<file path="src/rtl/video_pkg.sv">
// Shared video timing definitions: default panel timing, scheduler states, frame-size helpers.
// Latency: n/a (constants, types and pure functions only).
// Backpressure: n/a.
package video_pkg;

    // Default 800x480 panel timing (pixels / lines)
    localparam int HDISP_DEF  = 800;
    localparam int VDISP_DEF  = 480;
    localparam int HFP_DEF    = 40;
    localparam int HPULSE_DEF = 48;
    localparam int HBP_DEF    = 40;
    localparam int VFP_DEF    = 13;
    localparam int VPULSE_DEF = 3;
    localparam int VBP_DEF    = 29;

    typedef enum logic [1:0] {INIT, RUN, FLUSH, REFILL} vtc_state_t;

    // Total pixel clocks per line, blanking included
    function automatic int htotal(input int hdisp, input int hfp, input int hpulse, input int hbp);
        return hfp + hpulse + hbp + hdisp;
    endfunction

    // Total lines per frame, blanking included
    function automatic int vtotal(input int vdisp, input int vfp, input int vpulse, input int vbp);
        return vfp + vpulse + vbp + vdisp;
    endfunction

endpackage

</file>
<file path="src/rtl/sync2.sv">
// Generic two-flop synchronizer for a single level-type CDC flag.
// Latency: 2 clk cycles from input change to q.
// Backpressure: none; the flag is sampled every cycle.
module sync2 (
    input  logic clk,
    input  logic rst,
    input  logic d,
    output logic q
);

    logic meta;

    // Two back-to-back flops; the first may go metastable, the second gives it a cycle to settle
    always_ff @(posedge clk or posedge rst) begin
        if (rst) begin
            meta <= 1'b0;
            q    <= 1'b0;
        end else begin
            meta <= d;
            q    <= meta;
        end
    end

endmodule

</file>
<file path="src/rtl/vga_timing_ctrl.sv">
// Pixel-domain scheduler: waits for FIFO prefill, generates HS/VS/DE and FIFO pops, recovers from underflow.
// Latency: outputs show counter position p one cycle after counters reach p; wfull rise to frame_start is 4 cycles.
// Backpressure: none toward the monitor; on FIFO underflow the frame is blanked and a stream restart is requested.
module vga_timing_ctrl
    import video_pkg::*;
#(
    parameter int HDISP  = HDISP_DEF,
    parameter int VDISP  = VDISP_DEF,
    parameter int HFP    = HFP_DEF,
    parameter int HPULSE = HPULSE_DEF,
    parameter int HBP    = HBP_DEF,
    parameter int VFP    = VFP_DEF,
    parameter int VPULSE = VPULSE_DEF,
    parameter int VBP    = VBP_DEF
) (
    input  logic        pixel_clk,
    input  logic        pixel_rst,
    input  logic        fifo_wfull,
    input  logic        fifo_rempty,
    output logic        fifo_read,
    output logic        hs,
    output logic        vs,
    output logic        de,
    output logic        frame_start,
    output logic        stream_restart,
    output logic [15:0] underflow_cnt,
    output logic [1:0]  state_o
);

    localparam int HTOTAL = htotal(HDISP, HFP, HPULSE, HBP);
    localparam int VTOTAL = vtotal(VDISP, VFP, VPULSE, VBP);
    localparam int HW     = $clog2(HTOTAL);
    localparam int VW     = $clog2(VTOTAL);

    localparam logic [HW-1:0] H_LAST     = HW'(HTOTAL - 1);
    localparam logic [VW-1:0] V_LAST     = VW'(VTOTAL - 1);
    localparam logic [HW-1:0] H_SYNC_BEG = HW'(HFP);
    localparam logic [HW-1:0] H_SYNC_END = HW'(HFP + HPULSE);
    localparam logic [VW-1:0] V_SYNC_BEG = VW'(VFP);
    localparam logic [VW-1:0] V_SYNC_END = VW'(VFP + VPULSE);
    localparam logic [HW-1:0] H_ACT      = HW'(HFP + HPULSE + HBP);
    localparam logic [VW-1:0] V_ACT      = VW'(VFP + VPULSE + VBP);

    vtc_state_t    state_q, state_d;
    logic [HW-1:0] pixel_cpt;
    logic [VW-1:0] line_cpt;
    logic          wfull_s;
    logic          last_pix, last_line, frame_end, underflow;
    logic          hs_q, vs_q, de_q, frame_start_q, stream_restart_q;
    logic          hs_d, vs_d, de_d, frame_start_d, stream_restart_d;
    logic [15:0]   underflow_cnt_q;

    sync2 u_wfull_sync (
        .clk (pixel_clk),
        .rst (pixel_rst),
        .d   (fifo_wfull),
        .q   (wfull_s)
    );

    assign last_pix  = (pixel_cpt == H_LAST);
    assign last_line = (line_cpt == V_LAST);
    assign frame_end = last_pix & last_line;
    // de_q is what the sink is consuming right now, so an empty FIFO at that moment is a lost pixel
    assign underflow = (state_q == RUN) & de_q & fifo_rempty;

    // State register
    always_ff @(posedge pixel_clk or posedge pixel_rst) begin
        if (pixel_rst) state_q <= INIT;
        else           state_q <= state_d;
    end

    // Next state: prefill wait, scan, blank out the broken frame, then wait for a refilled FIFO
    always_comb begin
        state_d = state_q;
        unique case (state_q)
            INIT:    if (wfull_s)              state_d = RUN;
            RUN:     if (underflow)            state_d = FLUSH;
            FLUSH:   if (frame_end)            state_d = REFILL;
            REFILL:  if (frame_end && wfull_s) state_d = RUN;
            default:                           state_d = INIT;
        endcase
    end

    // Scan counters: parked at origin until the first prefill, free-running afterwards to keep the monitor locked
    always_ff @(posedge pixel_clk or posedge pixel_rst) begin
        if (pixel_rst) begin
            pixel_cpt <= '0;
            line_cpt  <= '0;
        end else if (state_q == INIT) begin
            pixel_cpt <= '0;
            line_cpt  <= '0;
        end else if (last_pix) begin
            pixel_cpt <= '0;
            line_cpt  <= last_line ? '0 : line_cpt + 1'b1;
        end else begin
            pixel_cpt <= pixel_cpt + 1'b1;
        end
    end

    // Position decodes; de is cut in the underflow cycle so the next pixel is already blank
    always_comb begin
        hs_d             = 1'b1;
        vs_d             = 1'b1;
        de_d             = 1'b0;
        frame_start_d    = 1'b0;
        stream_restart_d = 1'b0;
        if (state_q != INIT) begin
            hs_d             = !((pixel_cpt >= H_SYNC_BEG) && (pixel_cpt < H_SYNC_END));
            vs_d             = !((line_cpt >= V_SYNC_BEG) && (line_cpt < V_SYNC_END));
            de_d             = (state_q == RUN) && !underflow &&
                               (pixel_cpt >= H_ACT) && (line_cpt >= V_ACT);
            frame_start_d    = (pixel_cpt == '0) && (line_cpt == '0);
            stream_restart_d = (state_q == FLUSH) && frame_end;
        end
    end

    // Output registers
    always_ff @(posedge pixel_clk or posedge pixel_rst) begin
        if (pixel_rst) begin
            hs_q             <= 1'b1;
            vs_q             <= 1'b1;
            de_q             <= 1'b0;
            frame_start_q    <= 1'b0;
            stream_restart_q <= 1'b0;
        end else begin
            hs_q             <= hs_d;
            vs_q             <= vs_d;
            de_q             <= de_d;
            frame_start_q    <= frame_start_d;
            stream_restart_q <= stream_restart_d;
        end
    end

    // Saturating underflow event counter
    always_ff @(posedge pixel_clk or posedge pixel_rst) begin
        if (pixel_rst)                                    underflow_cnt_q <= '0;
        else if (underflow && underflow_cnt_q != 16'hFFFF) underflow_cnt_q <= underflow_cnt_q + 16'd1;
    end

    // Pop in the same cycle de is shown so FIFO read data lines up with de
    assign fifo_read      = de_q;
    assign hs             = hs_q;
    assign vs             = vs_q;
    assign de             = de_q;
    assign frame_start    = frame_start_q;
    assign stream_restart = stream_restart_q;
    assign underflow_cnt  = underflow_cnt_q;
    assign state_o        = state_q;

endmodule
</file>
<file path="config.mk">
export PLATFORM = sky130hd
export DESIGN_NAME = vga_timing_ctrl
export DESIGN_NICKNAME = d
export VERILOG_FILES = /design/src/rtl/video_pkg.sv /design/src/rtl/sync2.sv /design/src/rtl/vga_timing_ctrl.sv
export SDC_FILE = /design/constraint.sdc
export NUM_CORES = 1
export LEC_CHECK = 0
export CAP_MARGIN = 20
export CORE_MARGIN = 2
export CORE_UTILIZATION = 50
export DETAILED_ROUTE_END_ITERATION = 7
export PLACE_DENSITY = 0.79
export SLEW_MARGIN = 20
export SYNTH_ARGS = -nofsm -noshare
export SYNTH_HDL_FRONTEND = slang
export SYNTH_SLANG_ARGS = --single-unit
</file>
<file path="constraint.sdc">
create_clock -name pixel_clk -period 3 [get_ports pixel_clk]
set_input_delay 0.6 -clock pixel_clk [delete_from_list [all_inputs] [get_ports pixel_clk]]
set_output_delay 0.6 -clock pixel_clk [all_outputs]
set_load 0.05 [all_outputs]
</file>
==> impl_metrics.py, run 1 <==
metrics = {
    "sta": {
        "setup_slack_ns": 0.741,
        "tns_ns": 0,
        "fin_worst_skew_ns": 0.0111,
        "max_freq_ghz": 0.443,
        "period_minus_slack_ns": 2.26,
        "tightest_slew_ns": 0.725,
        "timing.final.crit_share_pct": 75.3,
        "grt_setup_unrepaired": "no",
        "finalMaxSlewViolations": 0,
        "setup_viol": 0,
        "timing.final.hold_violations": 0,
        "relSlewSlack_pct": 51.5,
    },
    "die": {
        "chipWidth_um": 72.9,
        "dieArea_mm2": 0.00532,
        "ios": 28,
        "die_h_um": 72.9,
        "start_util_pct": 51.0,
        "row_count": 25,
        "core_mm2": 0.00466,
    },
    "setup_path": {
        "path_max_fanout": 5,
        "crit_arrival_ns": 2.45,
        "reg2reg_depth": 4,
        "critical_path_required_ns": 3.19,
        "setup.worst_path.start_class": "flop",
        "setup.worst_path.end_class": "flop",
        "critPathKind": "reg -> reg",
    },
    "finish": {
        "num_antenna_cells": 0,
        "layout_common_cells": "dfrtp_1, clkdlybuf4s50_1, nor2_1",
        "syn2layout_area_growth_pct": 19.8,
        "final_common_cell": "dfrtp_1",
        "num-fill-cells": 387,
        "fin_nets": 284,
        "finalInstanceArea_mm2": 0.00285,
        "drive_gt1_share_pct": 8.86,
    },
    "drt": {
        "finalWirelength_um": 4780,
        "route.detailed.drc": 0,
        "drtAntennaViolNets": 0,
        "firstDrtPassIters": 4,
        "wl_per_cell_um": 14.7,
        "vias_per_cell": 5.79,
        "drtIter0Drc": 123,
        "vias": 1882,
    },
    "global_route": {
        "antenna_found_initial": 0,
        "grt_max_degree": 46,
        "grt_pass1_vias": 1872,
        "grt_overflow": 0,
        "grt_pass1_wl_um": 8330,
        "grt.busiest_layer": "met2",
        "grt_use_met3_pct": 4.14,
        "use_met2_pct": 34.3,
        "track_usage_pct": 19.9,
        "grtUsageMet1_pct": 25.0,
    },
    "power": {
        "ir_worst_vdd_mv": 0.251,
        "p_leak_nw": 1.25,
        "total_power_mw": 1.16,
        "p_sw_share_pct": 18.9,
        "pwr-share-clk_pct": 46.1,
        "internal_power_uw": 944,
        "comb_power_share_pct": 1.7,
        "powerDensity_mw_per_mm2": 409,
        "p_switching_uw": 220,
        "seq_power_share_pct": 52.2,
    },
    "logic_synthesis": {
        "syn-num-nets": 253,
        "yosysSeqAreaShare_pct": 47.5,
        "syn_area_mm2": 0.00237,
        "synth_cells": 239,
        "yosys_warnings": 0,
        "synth_cell_types": 42,
        "synth_edf_count": 0,
        "ys_async_sr_fraction_pct": 100,
        "ys_ff_latch": 45,
        "ys.flop_type": "dfrtp_1",
        "synth.avg_cell_area_um2": 9.94,
    },
    "cts": {
        "cts_hold_buf": 0,
        "clkSinkCount": 45,
        "clkTransAtPathRegs_ns": 0.08,
        "worstSkewPairLatency_ns": 0.30,
        "cts_made_buffers": 5,
        "post_cts_buffers": 0,
        "root_buffer": "clkbuf_8",
        "clock_path_buffers": 2,
        "htreeDepth": 2,
        "cts_tree": "built",
        "cts_resized": 0,
    },
    "place": {
        "preCtsSetupSlack_ns": 0.796,
        "dp_hpwl_um": 3370,
        "placed_area_mm2": 0.00271,
        "routabilityCongestion": 0.863,
        "port_buffers": 27,
    },
    "min_path": {
        "hold_path.class": "reg -> reg",
        "holdPathStages": 0,
    },
    "status": {
        "outcome": "finished, final reports clean",
    },
    "flow_run": {
        "drv_cap": 0,
    },
}
final timing paths:
path	from	slack, ns	endpoint
worst max-delay path	line_cpt[6]	0.74	state_o[0]
worst min-delay path	u_wfull_sync.meta	0.36	u_wfull_sync.q
worst max register to register	line_cpt[6]	0.74	state_o[0]
worst min register to register	u_wfull_sync.meta	0.36	u_wfull_sync.q
max in group asynchronous	pixel_rst	1.87	pixel_cpt[1]
min in group asynchronous	pixel_rst	0.73	underflow_cnt[12]
power by group through the flow:
stage	registers [mW]	clock network (mW)	logic, mW
after floorplan	0.620	0	0.0117
after global placement	0.620	0	0.0206
after detailed placement	0.620	0	0.0210
after CTS	0.608	0.547	0.0210
after global routing	0.608	0.571	0.0233
final	0.608	0.537	0.0200
synth_stat cells (all sizes together), types with 5 or more instances:
master / instances / area (um2)
dfrtp: 43 / 1080
a21oi: 13 / 65.1
nor3: 5 / 25.0
xor2: 17 / 149
nor2: 19 / 71.3
nand2: 18 / 67.6
or4: 7 / 61.3
ha: 10 / 125
xnor2: 6 / 52.6
o21ai: 6 / 30.0
inv: 12 / 45.0
nor4: 11 / 75.1
nand4: 10 / 62.6
nand3: 11 / 55.1
through the flow:
| stage | hold slack (ns) | std cells | util, % |
|---|---|---|---|
| 3_5_place_dp | 0.345 | 317 | 58.2 |
| 6_report | 0.362 | 325 | 61.0 |
| 4_1_cts | 0.365 | 325 | 61.0 |
| 2_1_floorplan | 0.331 | 239 | - |
| 3_3_place_gp | 0.332 | 317 | 58.0 |
| 5_1_grt | 0.371 | 325 | 61.0 |
state kept, by name (all words and copies together), names as in the netlist, 2 cells and up:
| register | count |
|---|---|
| line_cpt | 10 |
| pixel_cpt | 10 |
| state_o | 2 |
| underflow_cnt | 16 |
logic make-up (layout without fill, tap and decap cells):
kind of cell,after synthesis,count (layout),synth area share [%]
buf+inv,18,50,3.16
simple gates,100,100,23.3
compound gates,41,41,11.3
xor+xnor,23,23,8.48
flops,45,45,47.5
mux,2,2,0.948
fa+ha+maj,10,10,5.27
critical path, stage by stage, from the launching register on:
cell	delay [ns]
dfrtp_1	0.43
or4_4	0.57
or4_4	0.53
or4_1	0.52
o311ai_1	0.11
routing by layer:
| layer | up-vias | wire length (um) |
|---|---|---|
| met5 | - | 0 |
| met3 | 8 | 162 |
| li1 | 930 | - |
| met1 | 901 | 2230 |
| met4 | 0 | 67 |
| met2 | 43 | 2320 |
layout make-up:
class	count	area, um2	share of cell area [%]
Clock buffer	5	68.8	2.42
Multi-Input combinational cell	176	1180	41.4
Sequential cell	45	1130	39.7
Inverter	12	45.0	1.58
Timing Repair Buffer	30	293	10.3
Tap cell	54	67.6	2.37
Clock inverter	3	65.1	2.29
No activity file was read; power rests on OpenSTA's default activity.
==> inputs of run 2 (changes only) <==
- clock period: 3 -> 2.2 ns (I/O delays scaled with it)
==> impl_metrics.py, run 2 (synthesis gave the netlist of run 1 again) <==
metrics = {
    "power": {
        "powerDensity_mw_per_mm2": 512,
        "comb_power_share_pct": 1.8,
        "ir_worst_vdd_mv": 0.364,
        "seq_power_share_pct": 55.6,
        "p_switching_uw": 314,
        "p_sw_share_pct": 21.0,
        "p_leak_nw": 1.30,
        "pwr-share-clk_pct": 42.6,
        "internal_power_mw": 1.18,
    },
    "setup_path": {
        "cp_num_buf_inv": 1,
        "cp_cell_sequence": "clkdlybuf4s50_1",
        "slowest_delay_ns": 0.79,
        "setup.worst_path.start_class": "flop",
        "path_max_fanout": 1,
        "critPathKind": "reg -> out",
        "cpLargestDelayFamily": "buffers and inverters",
        "slowest_stage": "clkdlybuf4s50_1",
        "critical_path_required_ns": 1.76,
        "setup.worst_path.end_class": "output port",
        "crit_arrival_ns": 1.63,
    },
    "drt": {
        "firstDrtPassIters": 4,
        "finalWirelength_um": 4870,
        "route.detailed.drc": 0,
        "vias": 1922,
        "vias_per_cell": 5.75,
        "drtIter0Drc": 83,
        "drtAntennaViolNets": 0,
        "wl_per_cell_um": 14.6,
    },
    "die": {
        "chipWidth_um": 72.9,
        "ios": 28,
        "die_h_um": 72.9,
        "core_mm2": 0.00466,
        "start_util_pct": 51.0,
        "dieArea_mm2": 0.00532,
        "row_count": 25,
    },
    "sta": {
        "timing.final.hold_violations": 0,
        "tightest_slew_ns": 0.554,
        "max_freq_ghz": 0.483,
        "period_minus_slack_ns": 2.07,
        "tns_ns": 0,
        "fin_worst_skew_ns": 0.00909,
        "finalMaxSlewViolations": 0,
        "grt_setup_unrepaired": "no",
        "fin_hold_ws_ns": 0.355,
        "relSlewSlack_pct": 62.9,
        "timing.final.crit_share_pct": 94.1,
        "setup_viol": 0,
    },
    "cts": {
        "post_cts_buffers": 0,
        "cts_hold_buf": 0,
        "root_buffer": "clkbuf_8",
        "worstSkewPairLatency_ns": 0.30,
        "htreeDepth": 2,
        "cts_resized": 0,
        "clkTransAtPathRegs_ns": 0.09,
        "cts_tree": "built",
        "clock_path_buffers": 2,
        "cts_made_buffers": 5,
        "clkSinkCount": 45,
    },
    "min_path": {
        "hold_path.class": "reg -> reg",
    },
    "finish": {
        "fin_nets": 293,
        "syn2layout_area_growth_pct": 22.5,
        "largest_reg_flops": 16,
        "num-fill-cells": 390,
        "layout_common_cells": "dfrtp_1, clkdlybuf4s50_1, nor2_1",
        "num_antenna_cells": 0,
        "drive_gt1_share_pct": 12.5,
        "final_common_cell": "dfrtp_1",
        "final_cells": 334,
        "finalInstanceArea_mm2": 0.00291,
        "fin_util_pct": 62.4,
    },
    "flow_run": {
        "drv_cap": 0,
    },
    "place": {
        "dp_hpwl_um": 3480,
        "placedCellCount": 326,
        "placed_area_mm2": 0.00278,
        "port_buffers": 27,
        "routabilityCongestion": 0.858,
    },
    "global_route": {
        "grt_max_degree": 46,
        "track_usage_pct": 19.8,
        "grt_pass1_vias": 1780,
        "antenna_found_initial": 0,
        "grt_pass1_wl_um": 8180,
        "grt_overflow": 0,
    },
    "status": {
        "outcome": "finished, final reports clean",
    },
}
-- run 2: worst register-to-register path, cell delays in order (launching register included) --
cell and delay, ns:
dfrtp_1 0.39, or4_4 0.54, or4_4 0.44, or4_4 0.53, o311ai_2 0.09
-- run 2: worst paths after layout --
| path | from | to | slack [ns] | cells past startpoint |
|---|---|---|---|---|
| min in group asynchronous | pixel_rst | underflow_cnt[15] | 0.58 | 3 |
| hold reg to reg | u_wfull_sync.meta | u_wfull_sync.q | 0.36 | 0 |
| setup / recovery | hs | hs | 0.13 | 1 |
| setup reg to reg | line_cpt[6] | state_o[0] | 0.14 | 4 |
| max in group asynchronous | pixel_rst | underflow_cnt[0] | 1.20 | 3 |
| hold / removal | u_wfull_sync.meta | u_wfull_sync.q | 0.36 | 0 |
-- run 2: layout make-up --
| type | instances | area, um2 | area share (%) |
|---|---|---|---|
| clock buffer | 5 | 68.8 | 2.37 |
| clock inverter | 3 | 46.3 | 1.59 |
| inverter | 12 | 45.0 | 1.55 |
| multi-input combinational | 176 | 1190 | 40.9 |
| sequential | 45 | 1130 | 38.8 |
| tap | 54 | 67.6 | 2.32 |
| timing repair buffer | 39 | 360 | 12.4 |
-- run 2: routing by layer --
layer	GRT usage [%]	up-vias	part of all wire [%]
met4	6.38	0	0.95
li1	-	947	-
met5	0	-	0
met3	3.87	5	3.3
met2	33.5	38	50
met1	25.7	932	46
-- run 2: power groups by stage --
stage | clock network, mW | registers [mW] | logic [mW]
final | 0.634 | 0.829 | 0.0274
after global routing | 0.679 | 0.829 | 0.0322
after CTS | 0.647 | 0.829 | 0.0289
after detailed placement | 0 | 0.845 | 0.0291
after global placement | 0 | 0.845 | 0.0282
after floorplan | 0 | 0.845 | 0.0159
-- run 2: metrics by stage --
step | setup slack, ns | total power, mW
after floorplan | 0.0599 | 0.861
after global placement | 0.0846 | 0.873
after detailed placement | 0.0613 | 0.874
after CTS | 0.0450 | 1.50
after global routing | 0.0828 | 1.54
final | 0.130 | 1.49
